[src/rtl/control_multicycle_pkg.sv]
// mips_pkg: opcode constants, FSM state encodings and datapath mux codes
// shared by the multicycle controller, its output decoder and the datapath.
package mips_pkg;

  localparam logic [5:0] OP_RTYPE = 6'b000000;
  localparam logic [5:0] OP_LW    = 6'b100011;
  localparam logic [5:0] OP_SW    = 6'b101011;
  localparam logic [5:0] OP_BEQ   = 6'b000100;
  localparam logic [5:0] OP_BNE   = 6'b000101;
  localparam logic [5:0] OP_ADDI  = 6'b001000;
  localparam logic [5:0] OP_J     = 6'b000010;

  typedef enum logic [3:0] {
    S_FETCH  = 4'd0,
    S_DECODE = 4'd1,
    S_MEMADR = 4'd2,
    S_MEMRD  = 4'd3,
    S_MEMWB  = 4'd4,
    S_MEMWR  = 4'd5,
    S_EXEC   = 4'd6,
    S_ALUWB  = 4'd7,
    S_BRANCH = 4'd8,
    S_ADDIEX = 4'd9,
    S_ADDIWB = 4'd10,
    S_JUMP   = 4'd11
  } state_t;

  localparam logic [1:0] ALUOP_ADD   = 2'b00;
  localparam logic [1:0] ALUOP_SUB   = 2'b01;
  localparam logic [1:0] ALUOP_FUNCT = 2'b10;

  localparam logic [1:0] ALUSRCB_RT    = 2'b00;
  localparam logic [1:0] ALUSRCB_FOUR  = 2'b01;
  localparam logic [1:0] ALUSRCB_IMM   = 2'b10;
  localparam logic [1:0] ALUSRCB_IMMSH = 2'b11;

  localparam logic [1:0] PCSRC_ALU    = 2'b00;
  localparam logic [1:0] PCSRC_ALUOUT = 2'b01;
  localparam logic [1:0] PCSRC_JUMP   = 2'b10;

  // Both lw and sw share the MEMADR address-computation step.
  function automatic logic is_mem_op(input logic [5:0] op);
    return (op == OP_LW) || (op == OP_SW);
  endfunction

endpackage

[src/rtl/control_multicycle_if.sv]
// Controller <-> datapath bundle. master = controller (drives control
// strobes), slave = datapath (drives opcode, zero flag, memory ready).
interface control_multicycle_if;
  logic [5:0] opcode;
  logic       zero;
  logic       mem_ready;
  logic       pcwrite;
  logic       pcwritecond;
  logic       pc_en;
  logic       iord;
  logic       memread;
  logic       memwrite;
  logic       irwrite;
  logic       memtoreg;
  logic       regdst;
  logic       regwrite;
  logic       alusrca;
  logic [1:0] alusrcb;
  logic [1:0] aluop;
  logic [1:0] pcsource;
  logic       branch_ne;
  logic       instr_done;
  logic       illegal_op;
  logic [3:0] state;

  modport master (
    input  opcode, zero, mem_ready,
    output pcwrite, pcwritecond, pc_en, iord, memread, memwrite, irwrite,
           memtoreg, regdst, regwrite, alusrca, alusrcb, aluop, pcsource,
           branch_ne, instr_done, illegal_op, state
  );

  modport slave (
    output opcode, zero, mem_ready,
    input  pcwrite, pcwritecond, pc_en, iord, memread, memwrite, irwrite,
           memtoreg, regdst, regwrite, alusrca, alusrcb, aluop, pcsource,
           branch_ne, instr_done, illegal_op, state
  );
endinterface

[src/rtl/control_multicycle_outdecode.sv]
// mc_outdecode: combinational state (+opcode, mem_ready, zero) to datapath
// control strobes. All outputs are held at 0 while i_rst_n is low so an
// in-flight memory access is abandoned in the same cycle reset asserts.
// Optional JUMP decoding is enabled by CONTROL_MC_JUMP_EN.
module mc_outdecode
  import mips_pkg::*;
(
  input  state_t     i_state,
  input  logic       i_rst_n,
  input  logic [5:0] i_opcode,
  input  logic       i_mem_ready,
  input  logic       i_zero,
  output logic       o_pcwrite,
  output logic       o_pcwritecond,
  output logic       o_pc_en,
  output logic       o_iord,
  output logic       o_memread,
  output logic       o_memwrite,
  output logic       o_irwrite,
  output logic       o_memtoreg,
  output logic       o_regdst,
  output logic       o_regwrite,
  output logic       o_alusrca,
  output logic [1:0] o_alusrcb,
  output logic [1:0] o_aluop,
  output logic [1:0] o_pcsource,
  output logic       o_branch_ne,
  output logic       o_instr_done,
  output logic       o_illegal_op,
  output logic [3:0] o_state
);

  // Moore decode of the current state; unlisted strobes stay at 0.
  always_comb begin
    o_pcwrite     = 1'b0;
    o_pcwritecond = 1'b0;
    o_pc_en       = 1'b0;
    o_iord        = 1'b0;
    o_memread     = 1'b0;
    o_memwrite    = 1'b0;
    o_irwrite     = 1'b0;
    o_memtoreg    = 1'b0;
    o_regdst      = 1'b0;
    o_regwrite    = 1'b0;
    o_alusrca     = 1'b0;
    o_alusrcb     = ALUSRCB_RT;
    o_aluop       = ALUOP_ADD;
    o_pcsource    = PCSRC_ALU;
    o_branch_ne   = 1'b0;
    o_instr_done  = 1'b0;
    o_illegal_op  = 1'b0;
    o_state       = 4'd0;
    if (i_rst_n) begin
      o_state = i_state;
      case (i_state)
        S_FETCH: begin
          o_memread = 1'b1;
          o_alusrcb = ALUSRCB_FOUR;
          o_irwrite = i_mem_ready;
          o_pcwrite = i_mem_ready;
        end
        S_DECODE: begin
          o_alusrcb = ALUSRCB_IMMSH;
          case (i_opcode)
            OP_LW, OP_SW, OP_RTYPE, OP_BEQ, OP_BNE, OP_ADDI: ;
`ifdef CONTROL_MC_JUMP_EN
            OP_J: ;
`else
            OP_J: begin
              o_illegal_op = 1'b1;
              o_instr_done = 1'b1;
            end
`endif
            default: begin
              o_illegal_op = 1'b1;
              o_instr_done = 1'b1;
            end
          endcase
        end
        S_MEMADR: begin
          o_alusrca = 1'b1;
          o_alusrcb = ALUSRCB_IMM;
        end
        S_MEMRD: begin
          o_memread = 1'b1;
          o_iord    = 1'b1;
        end
        S_MEMWB: begin
          o_regwrite   = 1'b1;
          o_memtoreg   = 1'b1;
          o_instr_done = 1'b1;
        end
        S_MEMWR: begin
          o_memwrite   = 1'b1;
          o_iord       = 1'b1;
          o_instr_done = i_mem_ready;
        end
        S_EXEC: begin
          o_alusrca = 1'b1;
          o_alusrcb = ALUSRCB_RT;
          o_aluop   = ALUOP_FUNCT;
        end
        S_ALUWB: begin
          o_regwrite   = 1'b1;
          o_regdst     = 1'b1;
          o_instr_done = 1'b1;
        end
        S_BRANCH: begin
          o_alusrca     = 1'b1;
          o_alusrcb     = ALUSRCB_RT;
          o_aluop       = ALUOP_SUB;
          o_pcwritecond = 1'b1;
          o_pcsource    = PCSRC_ALUOUT;
          o_branch_ne   = (i_opcode == OP_BNE);
          o_instr_done  = 1'b1;
        end
        S_ADDIEX: begin
          o_alusrca = 1'b1;
          o_alusrcb = ALUSRCB_IMM;
          o_aluop   = ALUOP_ADD;
        end
        S_ADDIWB: begin
          o_regwrite   = 1'b1;
          o_instr_done = 1'b1;
        end
`ifdef CONTROL_MC_JUMP_EN
        S_JUMP: begin
          o_pcwrite    = 1'b1;
          o_pcsource   = PCSRC_JUMP;
          o_instr_done = 1'b1;
        end
`else
        S_JUMP: ;
`endif
        default: ;
      endcase
      // bne inverts the sense of the zero flag.
      o_pc_en = o_pcwrite | (o_pcwritecond & (i_zero ^ o_branch_ne));
    end
  end

endmodule

[src/rtl/control_multicycle.sv]
// control_multicycle: Moore FSM sequencing the shared multicycle MIPS
// datapath through fetch/decode/execute/mem/writeback.
//   state  | meaning
//   FETCH  | read instruction at PC, PC+4; wait for memory ready
//   DECODE | branch target into ALUOut, dispatch on opcode
//   MEMADR | base + imm address for lw/sw
//   MEMRD  | data read at ALUOut; wait for memory ready
//   MEMWB  | MDR -> rt
//   MEMWR  | data write at ALUOut; wait for memory ready
//   EXEC   | R-type ALU op
//   ALUWB  | ALUOut -> rd
//   BRANCH | compare rs/rt, conditional PC load from ALUOut
//   ADDIEX | rs + imm
//   ADDIWB | ALUOut -> rt
//   JUMP   | PC <- jump target (only with CONTROL_MC_JUMP_EN)
// MEM_HANDSHAKE=0 treats memory as always ready.
module control_multicycle
  import mips_pkg::*;
#(
  parameter bit MEM_HANDSHAKE = 1'b1
) (
  input  logic                        clk,
  input  logic                        rst_n,
  control_multicycle_if.master        bus
);

  state_t r_state;
  state_t w_next;
  logic   w_mem_ready;

  assign w_mem_ready = MEM_HANDSHAKE ? bus.mem_ready : 1'b1;

  // State register with synchronous active-low reset.
  always_ff @(posedge clk) begin
    if (!rst_n) r_state <= S_FETCH;
    else        r_state <= w_next;
  end

  // Next-state selection; unknown codes fall back to FETCH.
  always_comb begin
    w_next = S_FETCH;
    case (r_state)
      S_FETCH:  w_next = w_mem_ready ? S_DECODE : S_FETCH;
      S_DECODE: begin
        case (bus.opcode)
          OP_LW, OP_SW:   w_next = S_MEMADR;
          OP_RTYPE:       w_next = S_EXEC;
          OP_BEQ, OP_BNE: w_next = S_BRANCH;
          OP_ADDI:        w_next = S_ADDIEX;
`ifdef CONTROL_MC_JUMP_EN
          OP_J:           w_next = S_JUMP;
`else
          OP_J:           w_next = S_FETCH;
`endif
          default:        w_next = S_FETCH;
        endcase
      end
      S_MEMADR: w_next = (bus.opcode == OP_LW) ? S_MEMRD : S_MEMWR;
      S_MEMRD:  w_next = w_mem_ready ? S_MEMWB : S_MEMRD;
      S_MEMWB:  w_next = S_FETCH;
      S_MEMWR:  w_next = w_mem_ready ? S_FETCH : S_MEMWR;
      S_EXEC:   w_next = S_ALUWB;
      S_ALUWB:  w_next = S_FETCH;
      S_BRANCH: w_next = S_FETCH;
      S_ADDIEX: w_next = S_ADDIWB;
      S_ADDIWB: w_next = S_FETCH;
      S_JUMP:   w_next = S_FETCH;
      default:  w_next = S_FETCH;
    endcase
  end

  mc_outdecode u_outdecode (
    .i_state       (r_state),
    .i_rst_n       (rst_n),
    .i_opcode      (bus.opcode),
    .i_mem_ready   (w_mem_ready),
    .i_zero        (bus.zero),
    .o_pcwrite     (bus.pcwrite),
    .o_pcwritecond (bus.pcwritecond),
    .o_pc_en       (bus.pc_en),
    .o_iord        (bus.iord),
    .o_memread     (bus.memread),
    .o_memwrite    (bus.memwrite),
    .o_irwrite     (bus.irwrite),
    .o_memtoreg    (bus.memtoreg),
    .o_regdst      (bus.regdst),
    .o_regwrite    (bus.regwrite),
    .o_alusrca     (bus.alusrca),
    .o_alusrcb     (bus.alusrcb),
    .o_aluop       (bus.aluop),
    .o_pcsource    (bus.pcsource),
    .o_branch_ne   (bus.branch_ne),
    .o_instr_done  (bus.instr_done),
    .o_illegal_op  (bus.illegal_op),
    .o_state       (bus.state)
  );

endmodule
[src/flat_wrapper.sv]
// flat-port wrapper written by rule: the top's interface ports become plain ports
module control_multicycle_flat import mips_pkg::*;
#(
  parameter bit MEM_HANDSHAKE = 1'b1
)
  (clk, rst_n, bus_opcode, bus_zero, bus_mem_ready, bus_pcwrite, bus_pcwritecond, bus_pc_en, bus_iord, bus_memread, bus_memwrite, bus_irwrite, bus_memtoreg, bus_regdst, bus_regwrite, bus_alusrca, bus_alusrcb, bus_aluop, bus_pcsource, bus_branch_ne, bus_instr_done, bus_illegal_op, bus_state);
  control_multicycle_if bus_i ();
  input  logic clk;
  input  logic rst_n;
  input wire logic [$bits(bus_i.opcode)-1:0] bus_opcode;
  input wire logic [$bits(bus_i.zero)-1:0] bus_zero;
  input wire logic [$bits(bus_i.mem_ready)-1:0] bus_mem_ready;
  output wire logic [$bits(bus_i.pcwrite)-1:0] bus_pcwrite;
  output wire logic [$bits(bus_i.pcwritecond)-1:0] bus_pcwritecond;
  output wire logic [$bits(bus_i.pc_en)-1:0] bus_pc_en;
  output wire logic [$bits(bus_i.iord)-1:0] bus_iord;
  output wire logic [$bits(bus_i.memread)-1:0] bus_memread;
  output wire logic [$bits(bus_i.memwrite)-1:0] bus_memwrite;
  output wire logic [$bits(bus_i.irwrite)-1:0] bus_irwrite;
  output wire logic [$bits(bus_i.memtoreg)-1:0] bus_memtoreg;
  output wire logic [$bits(bus_i.regdst)-1:0] bus_regdst;
  output wire logic [$bits(bus_i.regwrite)-1:0] bus_regwrite;
  output wire logic [$bits(bus_i.alusrca)-1:0] bus_alusrca;
  output wire logic [$bits(bus_i.alusrcb)-1:0] bus_alusrcb;
  output wire logic [$bits(bus_i.aluop)-1:0] bus_aluop;
  output wire logic [$bits(bus_i.pcsource)-1:0] bus_pcsource;
  output wire logic [$bits(bus_i.branch_ne)-1:0] bus_branch_ne;
  output wire logic [$bits(bus_i.instr_done)-1:0] bus_instr_done;
  output wire logic [$bits(bus_i.illegal_op)-1:0] bus_illegal_op;
  output wire logic [$bits(bus_i.state)-1:0] bus_state;
  assign bus_i.opcode = bus_opcode;
  assign bus_i.zero = bus_zero;
  assign bus_i.mem_ready = bus_mem_ready;
  assign bus_pcwrite = bus_i.pcwrite;
  assign bus_pcwritecond = bus_i.pcwritecond;
  assign bus_pc_en = bus_i.pc_en;
  assign bus_iord = bus_i.iord;
  assign bus_memread = bus_i.memread;
  assign bus_memwrite = bus_i.memwrite;
  assign bus_irwrite = bus_i.irwrite;
  assign bus_memtoreg = bus_i.memtoreg;
  assign bus_regdst = bus_i.regdst;
  assign bus_regwrite = bus_i.regwrite;
  assign bus_alusrca = bus_i.alusrca;
  assign bus_alusrcb = bus_i.alusrcb;
  assign bus_aluop = bus_i.aluop;
  assign bus_pcsource = bus_i.pcsource;
  assign bus_branch_ne = bus_i.branch_ne;
  assign bus_instr_done = bus_i.instr_done;
  assign bus_illegal_op = bus_i.illegal_op;
  assign bus_state = bus_i.state;
  control_multicycle #(.MEM_HANDSHAKE(MEM_HANDSHAKE)) u_core (.clk(clk), .rst_n(rst_n), .bus(bus_i));
endmodule
[config.mk]
export PLATFORM = sky130hd
export DESIGN_NAME = control_multicycle_flat
export DESIGN_NICKNAME = d
export VERILOG_FILES = /design/src/rtl/control_multicycle_pkg.sv /design/src/rtl/control_multicycle_if.sv /design/src/rtl/control_multicycle_outdecode.sv /design/src/rtl/control_multicycle.sv /design/src/flat_wrapper.sv
export SDC_FILE = /design/constraint.sdc
export NUM_CORES = 1
export LEC_CHECK = 0
export CORE_ASPECT_RATIO = 0.9
export CORE_MARGIN = 3
export CORE_UTILIZATION = 35
export CTS_CLUSTER_DIAMETER = 150
export CTS_CLUSTER_SIZE = 10
export DETAILED_ROUTE_END_ITERATION = 12
export PLACE_DENSITY = 0.75
export SYNTH_ARGS = -nofsm -noshare
export SYNTH_HDL_FRONTEND = slang
export SYNTH_SLANG_ARGS = --single-unit
[constraint.sdc]
create_clock -name clk -period 3.3 [get_ports clk]
set_input_delay 0.99 -clock clk [delete_from_list [all_inputs] [get_ports clk]]
set_output_delay 0.99 -clock clk [all_outputs]
set_load 0.005 [all_outputs]
==> Word level (Yosys, flattened, before mapping) <==
Cells that the tools add are included.
{ "totals": {"word_cells": 73, "inputBits": 10, "out_inout_bits": 24, "ff_bits": 4} }
{ "op_classes": {"n_reduce_logical": 11, "bitwise": 3, "n_eq_ne": 15, "n_mux": 43} }
{ "op_table": {"columns": ["cell", "n"], "rows": [
  ["1-bit 2-to-1 mux", 32],
  ["4-bit case mux with 7 select lines", 1],
  ["4-bit by 3-bit equality test with 1-bit output (second input constant)", 4],
  ["4-bit case mux with 4 select lines", 1],
  ["4-bit equality test (second input constant)", 3],
  ["6-bit by 3-bit equality test with 1-bit output (second input constant)", 2],
  ["6-bit equality test (second input constant)", 2],
  ["2-bit OR reduction", 5],
  ["3-bit 2-to-1 mux", 3],
  ["4-bit by 2-bit equality test with 1-bit output (second input constant)", 2],
  ["4-bit OR reduction", 2],
  ["6-bit by 4-bit equality test with 1-bit output (second input constant)", 1],
  ["6-bit logical NOT", 1],
  ["2-bit case mux with 3 select lines", 1],
  ["6-bit OR reduction", 1],
  ["4-bit by 1-bit equality test with 1-bit output (second input constant)", 1],
  ["4-bit logical NOT", 1],
  ["2-bit 2-to-1 mux", 2],
  ["4-bit 2-to-1 mux", 1],
  ["2-bit case mux with 2 select lines", 1],
  ["1-bit case mux with 3 select lines", 1],
  ["3-bit OR reduction", 1],
  ["1-bit bitwise AND", 1],
  ["1-bit OR", 1],
  ["1-bit XOR", 1]
]} }

==> Logic depth before layout (Yosys ltp) <==
Gate-level depths: netlist of run 1.
{ "logic_depth": {"depth_word": 7, "ltp_mapped": 6, "depth_no_buf": 4} }

==> By module <==
Synthesis of run 1 repeated with hierarchy kept, for this count alone.
{ "hier_totals": {"cells_unflattened": 100, "area_unflattened_um2": 683.2} }
{ "modules_own_cells": {"columns": ["module", "seq_area_each_um2", "area_per_inst_um2", "cells_each", "instances"], "rows": [
  ["mc_outdecode", 0.0, 355.3, 57, 1],
  ["control_multicycle", 80.1, 327.8, 43, 1]
]} }

==> Worst setup path before layout of run 1 <==
No wires, ideal clock.
{ "synth_path": {"path_type": "input port to output port", "startpoint": "input port bus_opcode[1]", "endpoint": "output port bus_instr_done", "required_ns": 2.310, "setup_slack_ns": -0.008, "path_buffers": 0, "t_arrival_ns": 2.318, "cell_stages": 4, "path_cell_list": "or4_1 > a211o_1 > a221o_1 > and3_1"} }
{ "synth_between": {"elab_chain_len": 5, "elab_cells_between_ends": 10, "classes_between": "eq/ne: 5; mux: 3; reduce/logical: 2"} }
{ "synth_rtl": {"columns": ["element", "line_no", "text"], "rows": [
  ["start: declaration", "flat_wrapper.sv:10", "input wire logic [$bits(bus_i.opcode)-1:0] bus_opcode;"],
  ["6-bit equality test, or another cell as far along", "control_multicycle_outdecode.sv:64", "case (i_opcode)"],
  ["6-bit OR reduction *", "control_multicycle_outdecode.sv:64", null],
  ["1-bit 2-to-1 mux *", "control_multicycle_outdecode.sv:64", null],
  ["1-bit case mux with 3 select lines *", "control_multicycle_outdecode.sv:55", "case (i_state)"],
  ["1-bit 2-to-1 mux *", "control_multicycle_outdecode.sv:53", "if (i_rst_n) begin"],
  ["end: declaration", "flat_wrapper.sv:28", "output wire logic [$bits(bus_i.instr_done)-1:0] bus_instr_done;"]
]} }
Every way passes the cells marked *; elsewhere a longest branch is shown, timed or not.

==> Worst setup path in the final report of run 1 <==
{ "layout_path": {"startpoint": "input port bus_opcode[5]", "endpoint": "output port bus_instr_done"} }
Same word-level chain as after synthesis.

==> flow_metrics.tcl, run 1 <==
set metrics [dict create \
    final_cells 168 \
    synth-edff-count 0 \
    cts-hold-fix-buffers 0 \
    ir_drop_mv 0.159 \
    outcome "complete, but fails checks" \
    synthAdderAreaFrac_pct 0 \
    antenna_found_initial 0 \
    tns_ns -0.208 \
    clk_pin_slew_ns 0.04 \
    initial_core_util_pct 38.1 \
    end_kind "primary output" \
    finalSetupViolCount 1 \
    synth.top_cell.area_share_pct 12.1 \
    synth_top_family_by_area "simple AND/OR/NAND/NOR gates" \
    port_buffers 32 \
    yosys_register_bits 4 \
    insertion_delay_ns 0.23 \
    root_buffer "clkbuf_4" \
    clockBufferDepth 2 \
    grt_overflow_total 0 \
    cts_buffers 3 \
    first_iter_violations 18 \
    syn_to_final_growth_pct 68.6 \
    muxShareOfSynthArea_pct 3.22 \
    synth_area_um2 661 \
    regMostFlops "u_core.r_state" \
    yosys.area_share.simple_pct 50.4 \
    min_path_type "flip-flop to flip-flop" \
    crit_chain "buf_6 -> or4_4 -> a211o_1 -> a221o_1 -> and3_1 -> buf_2" \
    synth_commonest_cells "nor2_1, nor2b_1, clkbuf_1, nand2b_1, o21ai_0" \
    yosysWarnings 0 \
    rows 14 \
    crit_buf_inv 2 \
    drc 0 \
    synth_top_cell_by_area "dfxtp_1" \
    cts.sinks 4 \
    fin_nets 156 \
    synth_xor_area_share_pct 1.33 \
    setup_ws_ns -0.208 \
    p_leak_nw 0.471 \
    place.gp.congestion 0.837 \
    grt_pass1_vias 787 \
    total_power_mw 0.179 \
    yosysSeqAreaShare_pct 12.1 \
    vias 872 \
    core-area_mm2 0.00173 \
    finalHoldViolCount 0 \
    rsz0062_at_grt "true" \
    maxCapViolations 0 \
    final_area_mm2 0.00111 \
    crit_fanout 3 \
    diodes 0 \
    final.setup_skew_ns 0.00103 \
    die-width_um 51.8 \
    slowest_stage "or4_4" \
    largest_reg_flops 4 \
    routed_wl_mm 2.20 \
    critical_path_required_ns 2.31 \
    die-area_mm2 0.00245 \
    cts_tree "built" \
    violations "setup timing" \
    avgViaCountPerCell 5.19 \
    startpoint_type "primary input" \
    relSlewSlack_pct 64.4 \
    drtPass1Iterations 4 \
    cp_slowest_stage_delay_ns 0.53 \
    crit_arrival_ns 2.52 \
    track_usage_pct 20.8 \
    synth-compound-area-share_pct 23.3 \
    wl_per_cell_um 13.1 \
    pin_count 34 \
    placed_cells 163 \
    drive_above_1_share_pct 25.7 \
    tightestPinTransition_ns 0.533 \
    cp_top_family "simple AND/OR/NAND/NOR gates" \
    ant_nets 0 \
    final.period_utilization_pct 106 \
    fmax_mhz 285 \
    synth.distinct_cells 37 \
    chipHeight_um 47.2 \
    period_minus_slack_ns 3.51 \
    syn_inst 103 \
    post_dp_cell_area_mm2 0.00107 \
    slew_viol_final 0 \
    h-tree-depth 1 \
    synth_fp_nets 113 \
    avgSynthCellArea_um2 6.41 \
    p_per_area_mw_per_mm2 161 \
    grt_max_degree 21 \
    crit_type "primary input to primary output" \
    dp_hpwl_mm 1.72 \
    synth_flop_cell "dfxtp_1" \
    synth_area_leaders "dfxtp_1, nor2b_1, nor2_1, nand2b_1, o21ai_0" \
    grt_pass1_wl_mm 3.67 \
    top_regs "u_core.r_state: 4 flops" \
    ys_async_sr_fraction_pct 0 \
    synth.most_common_cell "nor2_1" \
]
cells in the final DEF (no fill, tap or decap), types with 2 or more instances in the layout:
cell / instances
nand2_1: 2
a21oi_1: 6
nor2b_1: 7
dfxtp_1: 3
buf_2: 2
dlygate4sd2_1: 7
and2_1: 4
and3_1: 2
o21a_1: 3
buf_6: 3
nand3_1: 3
nor3b_1: 3
inv_1: 3
nor3_1: 4
clkbuf_2: 2
nand2b_1: 7
clkbuf_4: 3
buf_4: 15
o21ai_0: 7
clkdlybuf4s50_1: 19
nor2_1: 12
where the power goes:
group	total, mW	internal (mW)	switching, mW
Combinational	0.0673	0.0396	0.0277
Sequential	0.0533	0.0496	0.00370
Clock	0.0585	0.0405	0.0180
what timing repair did:
action,CTS,global route
resized for setup,37,3
endpoints found under the setup margin,17,4
pin swaps,7,2
setup buffers,2,0
worst min-delay path, cell delays in order, from the launching register on:
cell      delay, ns
dfxtp_1        0.44
nand3b_1       0.15
a31oi_1        0.08
worst paths after layout:
kind / start / to / slack [ns] / cells after the start
setup / recovery: bus_opcode[5] / bus_instr_done / -0.21 / 6
hold / removal: u_core.r_state[0] / u_core.r_state[1] / 0.72 / 2
setup reg to reg: u_core.r_state[0] / u_core.r_state[0] / 1.72 / 4
hold reg to reg: u_core.r_state[0] / u_core.r_state[1] / 0.72 / 2
through the flow:
step | hold WS [ns] | utilization (%) | setup slack (ns)
after floorplan | 0.596 | - | 0.0269
after global placement | 0.710 | 61.5 | -0.866
after detailed placement | 0.703 | 61.5 | -0.964
after CTS | 0.716 | 64.7 | -0.246
after global routing | 0.793 | 64.2 | -0.229
final | 0.724 | 64.2 | -0.208
cells by family after synthesis:
family                    count (synthesis)
muxes                                     2
DFF                                       4
AOI/OAI and AO/OA                        24
and+or+nand+nor                          58
buffers and inverters                    13
xor gates and xnor gates                  1
other                                     1
layout make-up:
cell class	instances	area, µm²
Multi-Input combinational cell	86	551
Clock buffer	3	22.5
Sequential cell	4	81.3
Fill cell	164	621
Inverter	3	11.3
Timing Repair Buffer	48	418
Tap cell	24	30.0
metal layers:
| metal | vias to the layer above | share of wire, % | GRT usage [%] |
|---|---|---|---|
| met4 | 0 | 0.82 | 9.42 |
| met2 | 37 | 49 | 37.8 |
| met5 | - | 0 | 0 |
| met1 | 390 | 42 | 23.9 |
| met3 | 2 | 8.1 | 4.13 |
| li1 | 443 | - | - |
Power figures use the tool's default switching activity.
==> run 2, diff against run 1 <==
- CAP_MARGIN: not set -> 30
- SETUP_SLACK_MARGIN: not set -> 0.1
==> flow_metrics.tcl, run 2 (same netlist as run 1, synthesis figures left out) <==
set metrics [dict create \
    outcome "complete, but fails checks" \
    violations "setup timing" \
    p_leak_nw 0.547 \
    drtPass1Iterations 4 \
    cts_tree "built" \
    placed_cells 165 \
    cp_top_family "simple AND/OR/NAND/NOR gates" \
    setup_ws_ns -0.181 \
    crit_buf_inv 2 \
    cts-hold-fix-buffers 0 \
    regMostFlops "u_core.r_state" \
    first_iter_violations 11 \
    clockBufferDepth 2 \
    drive_above_1_share_pct 30.9 \
    rsz0062_at_grt "true" \
    critical_path_required_ns 2.31 \
    die-area_mm2 0.00245 \
    pre_cts_slack_ns -0.863 \
    clk_pin_slew_ns 0.04 \
    final.period_utilization_pct 105 \
    end_kind "primary output" \
    crit_fanout 3 \
    chipHeight_um 47.2 \
    crit_type "primary input to primary output" \
    grt_overflow_total 0 \
    finalSetupViolCount 1 \
    slew_viol_final 0 \
    cts.sinks 4 \
    layout_common_cells "clkdlybuf4s50_1, buf_4, nor2_1" \
    fmax_mhz 287 \
    grt_max_degree 21 \
    vias 902 \
    dp_hpwl_mm 1.71 \
    port_buffers 32 \
    min_path_type "flip-flop to flip-flop" \
    initial_core_util_pct 38.1 \
    root_buffer "clkbuf_4" \
    crit_arrival_ns 2.49 \
    tightestPinTransition_ns 0.533 \
    cp_slowest_stage_delay_ns 0.52 \
    die-width_um 51.8 \
    drc 0 \
    rows 14 \
    pin_count 34 \
    slowest_stage "or4_4" \
    syn_to_final_growth_pct 79.0 \
    final.setup_skew_ns 0.000932 \
    antenna_found_initial 0 \
    top_regs "u_core.r_state: 4 flops" \
    largest_reg_flops 4 \
    ir_drop_mv 0.179 \
    startpoint_type "primary input" \
    period_minus_slack_ns 3.48 \
    cts_buffers 3 \
    track_usage_pct 20.5 \
    grt_pass1_vias 803 \
    p_per_area_mw_per_mm2 158 \
    wl_per_cell_um 13.9 \
    routed_wl_mm 2.41 \
    fin_nets 161 \
    avgViaCountPerCell 5.21 \
    total_power_mw 0.187 \
    insertion_delay_ns 0.23 \
    final_cells 173 \
    core-area_mm2 0.00173 \
    maxCapViolations 0 \
    finalHoldViolCount 0 \
    diodes 0 \
    ant_nets 0 \
    hold_ws_ns 0.708 \
    crit_chain "buf_6 -> or4_4 -> a211o_1 -> a221o_1 -> and3_1 -> buf_2" \
    h-tree-depth 1 \
    grt_pass1_wl_mm 3.66 \
    relSlewSlack_pct 64.4 \
    place.gp.congestion 0.843 \
]
==> run 2: final cells by class <==
| type | instances | area, µm² |
|---|---|---|
| flip-flops and latches | 4 | 81.3 |
| fillers | 148 | 552 |
| repair buffers | 53 | 463 |
| inverters | 3 | 11.3 |
| multi-input cells | 86 | 574 |
| well taps | 24 | 30.0 |
| clock buffers | 3 | 22.5 |
==> run 2: report_power, final <==
part | internal [mW] | switching [mW]
clock | 0.0406 | 0.0186
combinational | 0.0428 | 0.0316
sequential | 0.0496 | 0.00349
total | 0.133 | 0.0537
==> run 2: what timing repair did <==
action / in CTS / in global routing
endpoints found under the setup margin: 23 / 8
pin swaps: 8 / 4
setup buffers: 5 / 1
gates resized for setup: 36 / 19
==> run 2: stage by stage <==
stage / TNS [ns] / cell area, µm² / utilization [%]
after global routing: -0.209 / 1180 / 68.2
after detailed placement: -3.69 / 1080 / 62.4
after floorplan: 0 / 661 / -
final: -0.181 / 1180 / 68.2
after CTS: -0.239 / 1150 / 66.4
after global placement: -3.04 / 1080 / 62.4
==> run 2: tightest hold or removal path, cell delays in order (launching register included) <==
cell	delay, ns
dfxtp_1	0.43
nand3b_1	0.15
a31oi_1	0.08
==> run 2: path summary, 6_finish.rpt <==
kind,endpoint,cells past startpoint,startpoint,slack [ns]
worst max-delay path,bus_instr_done,6,bus_opcode[3],-0.18
worst min-delay path,u_core.r_state[1],2,u_core.r_state[0],0.71
worst max register to register,u_core.r_state[2],4,u_core.r_state[0],1.75
worst min register to register,u_core.r_state[1],2,u_core.r_state[0],0.71
==> run 2: routing by layer <==
metal / up-vias / part of all wire, % / track usage (%)
li1: 455 / - / -
met4: 0 / 1.9 / 11.0
met1: 400 / 43 / 25.9
met3: 6 / 5.1 / 2.54
met2: 41 / 50 / 34.8
met5: - / 0 / 0
==> run 3, diff against run 2 <==
--- a/config.mk
+++ b/config.mk
@@ -7,2 +7,3 @@
 export LEC_CHECK = 0
+export ABC_AREA = 1
 export CAP_MARGIN = 30
--- a/constraint.sdc
+++ b/constraint.sdc
@@ -3,2 +3,2 @@
 set_output_delay 0.99 -clock clk [all_outputs]
-set_load 0.005 [all_outputs]
+set_load 0.02 [all_outputs]
==> flow_metrics.tcl, run 3 <==
set metrics [dict create \
    regMostFlops "u_core.r_state" \
    vias 933 \
    routed_wl_mm 2.14 \
    synth_commonest_cells "nor2_1, nand2_1, inv_1, nand3_1" \
    cp_slowest_stage_delay_ns 0.53 \
    post_dp_cell_area_mm2 0.00110 \
    reg2regPathDepth 9 \
    die-area_mm2 0.00242 \
    diodes 0 \
    synth_area_leaders "nor2_1, nand2_1, dfxtp_1, inv_1, nand3_1" \
    h-tree-depth 1 \
    dp_hpwl_mm 1.76 \
    grt_pass1_vias 800 \
    syn_to_final_growth_pct 67.6 \
    port_buffers 32 \
    grt_overflow_total 0 \
    cts_tree "built" \
    fmax_mhz 316 \
    track_usage_pct 18.2 \
    rows 14 \
    drive_above_1_share_pct 29.5 \
    slew_viol_final 0 \
    cts.sinks 4 \
    end_kind "primary output" \
    grt_max_degree 12 \
    total_power_mw 0.186 \
    cp.depth 5 \
    initial_core_util_pct 38.0 \
    ir_drop_mv 0.173 \
    insertion_delay_ns 0.23 \
    final_cells 200 \
    crit_fanout 11 \
    place.gp.congestion 0.867 \
    maxCapViolations 0 \
    synth_fp_nets 139 \
    min_path_type "flip-flop to flip-flop" \
    finalHoldViolCount 0 \
    hold_ws_ns 0.669 \
    antenna_found_initial 0 \
    avgSynthCellArea_um2 5.06 \
    placed_cells 196 \
    drc 0 \
    fin_nets 188 \
    crit_buf_inv 4 \
    ys_async_sr_fraction_pct 0 \
    core-area_mm2 0.00172 \
    synth.distinct_cells 22 \
    tns_ns 0 \
    root_buffer "clkbuf_4" \
    grt_pass1_wl_mm 3.40 \
    p_leak_nw 0.651 \
    clockBufferDepth 2 \
    synth_top_cell_by_area "nor2_1" \
    cp_top_family "buffers and inverters" \
    yosys_register_bits 4 \
    period_minus_slack_ns 3.16 \
    critical_path_required_ns 2.31 \
    synth_flop_cell "dfxtp_1" \
    final.period_utilization_pct 95.8 \
    first_iter_violations 28 \
    setup_ws_ns 0.139 \
    die-width_um 51.5 \
    yosysSeqAreaShare_pct 12.3 \
    pin_count 34 \
    hold_depth 3 \
    slowest_stage "clkdlybuf4s50_1" \
    pre_cts_slack_ns -0.427 \
    chipHeight_um 47.0 \
    clk_pin_slew_ns 0.04 \
    avgViaCountPerCell 4.67 \
    synth.most_common_cell "nor2_1" \
    startpoint_type "primary input" \
    rsz0062_at_grt "false" \
    crit_type "primary input to primary output" \
    finalSetupViolCount 0 \
    ant_nets 0 \
    drtPass1Iterations 4 \
    final.setup_skew_ns 0.00351 \
    top_regs "u_core.r_state: 4 flops" \
    crit_chain "clkdlybuf4s50_1 -> inv_4 -> buf_12 -> nor2_4 -> clkdlybuf4s15_1" \
    synth.top_cell.area_share_pct 19.0 \
    wl_per_cell_um 10.7 \
    synth-edff-count 0 \
    syn_inst 129 \
    crit_arrival_ns 2.17 \
    layout_commonest_cell "nor2_1" \
    yosysWarnings 0 \
    largest_reg_flops 4 \
    cts_buffers 3 \
    synth_area_um2 653 \
    p_per_area_mw_per_mm2 170 \
    layout_common_cells "nor2_1, nand2_1, inv_1" \
    final_area_mm2 0.00109 \
    outcome "completed" \
    final_core_util_pct 63.8 \
]
-- run 3: layout make-up --
type,count,area (µm²)
fill,173,622
multi-input combinational,95,472
timing repair buffer,48,390
inverter,26,100
sequential,4,80.1
tap,24,30.0
clock buffer,3,22.5
-- run 3: routing by layer --
layer / GRT usage, % / routed length (µm) / up-vias
li1: - / - / 488
met1: 23.1 / 951 / 416
met2: 34.0 / 1070 / 27
met3: 2.86 / 100 / 2
met4: 2.09 / 15 / 0
met5: 0 / 0 / -
-- run 3: power by group --
part	internal, mW	leakage (nW)	total [mW]	switching (mW)
registers	0.0496	0.0325	0.0511	0.00143
clock network	0.0406	0.0138	0.0592	0.0186
logic	0.0333	0.605	0.0756	0.0423
-- run 3: timing repair --
action | 4_1_cts | 5_1_grt
buffers inserted | 1 | 0
endpoints found under the setup margin | 23 | 12
hold buffers | 0 | 0
resized for setup | 63 | 18
pin swaps | 1 | 0
hold endpoints to repair | 0 | 0
-- run 3: worst paths after layout --
path                       endpoint  slack, ns              start
hold / removal    u_core.r_state[3]       0.67  u_core.r_state[2]
setup reg to reg  u_core.r_state[1]       2.08  u_core.r_state[0]
setup / recovery       bus_aluop[0]       0.14              rst_n
hold reg to reg   u_core.r_state[3]       0.67  u_core.r_state[2]
-- run 3: cells by family (layout without fill, tap and decap cells) --
kind of cell / Yosys count / count (layout) / synth area share (%)
flops: 4 / 4 / 12.3
simple gates: 87 / 87 / 61.5
other cells: 1 / 1 / 0.574
compound gates: 7 / 7 / 6.51
buf+inv: 30 / 77 / 19.2
-- run 3: worst min-delay path, stage by stage, from the launching register on --
cell and delay, ns:
dfxtp_1 0.41, nor2_1 0.07, nand2_1 0.08, a21oi_1 0.06
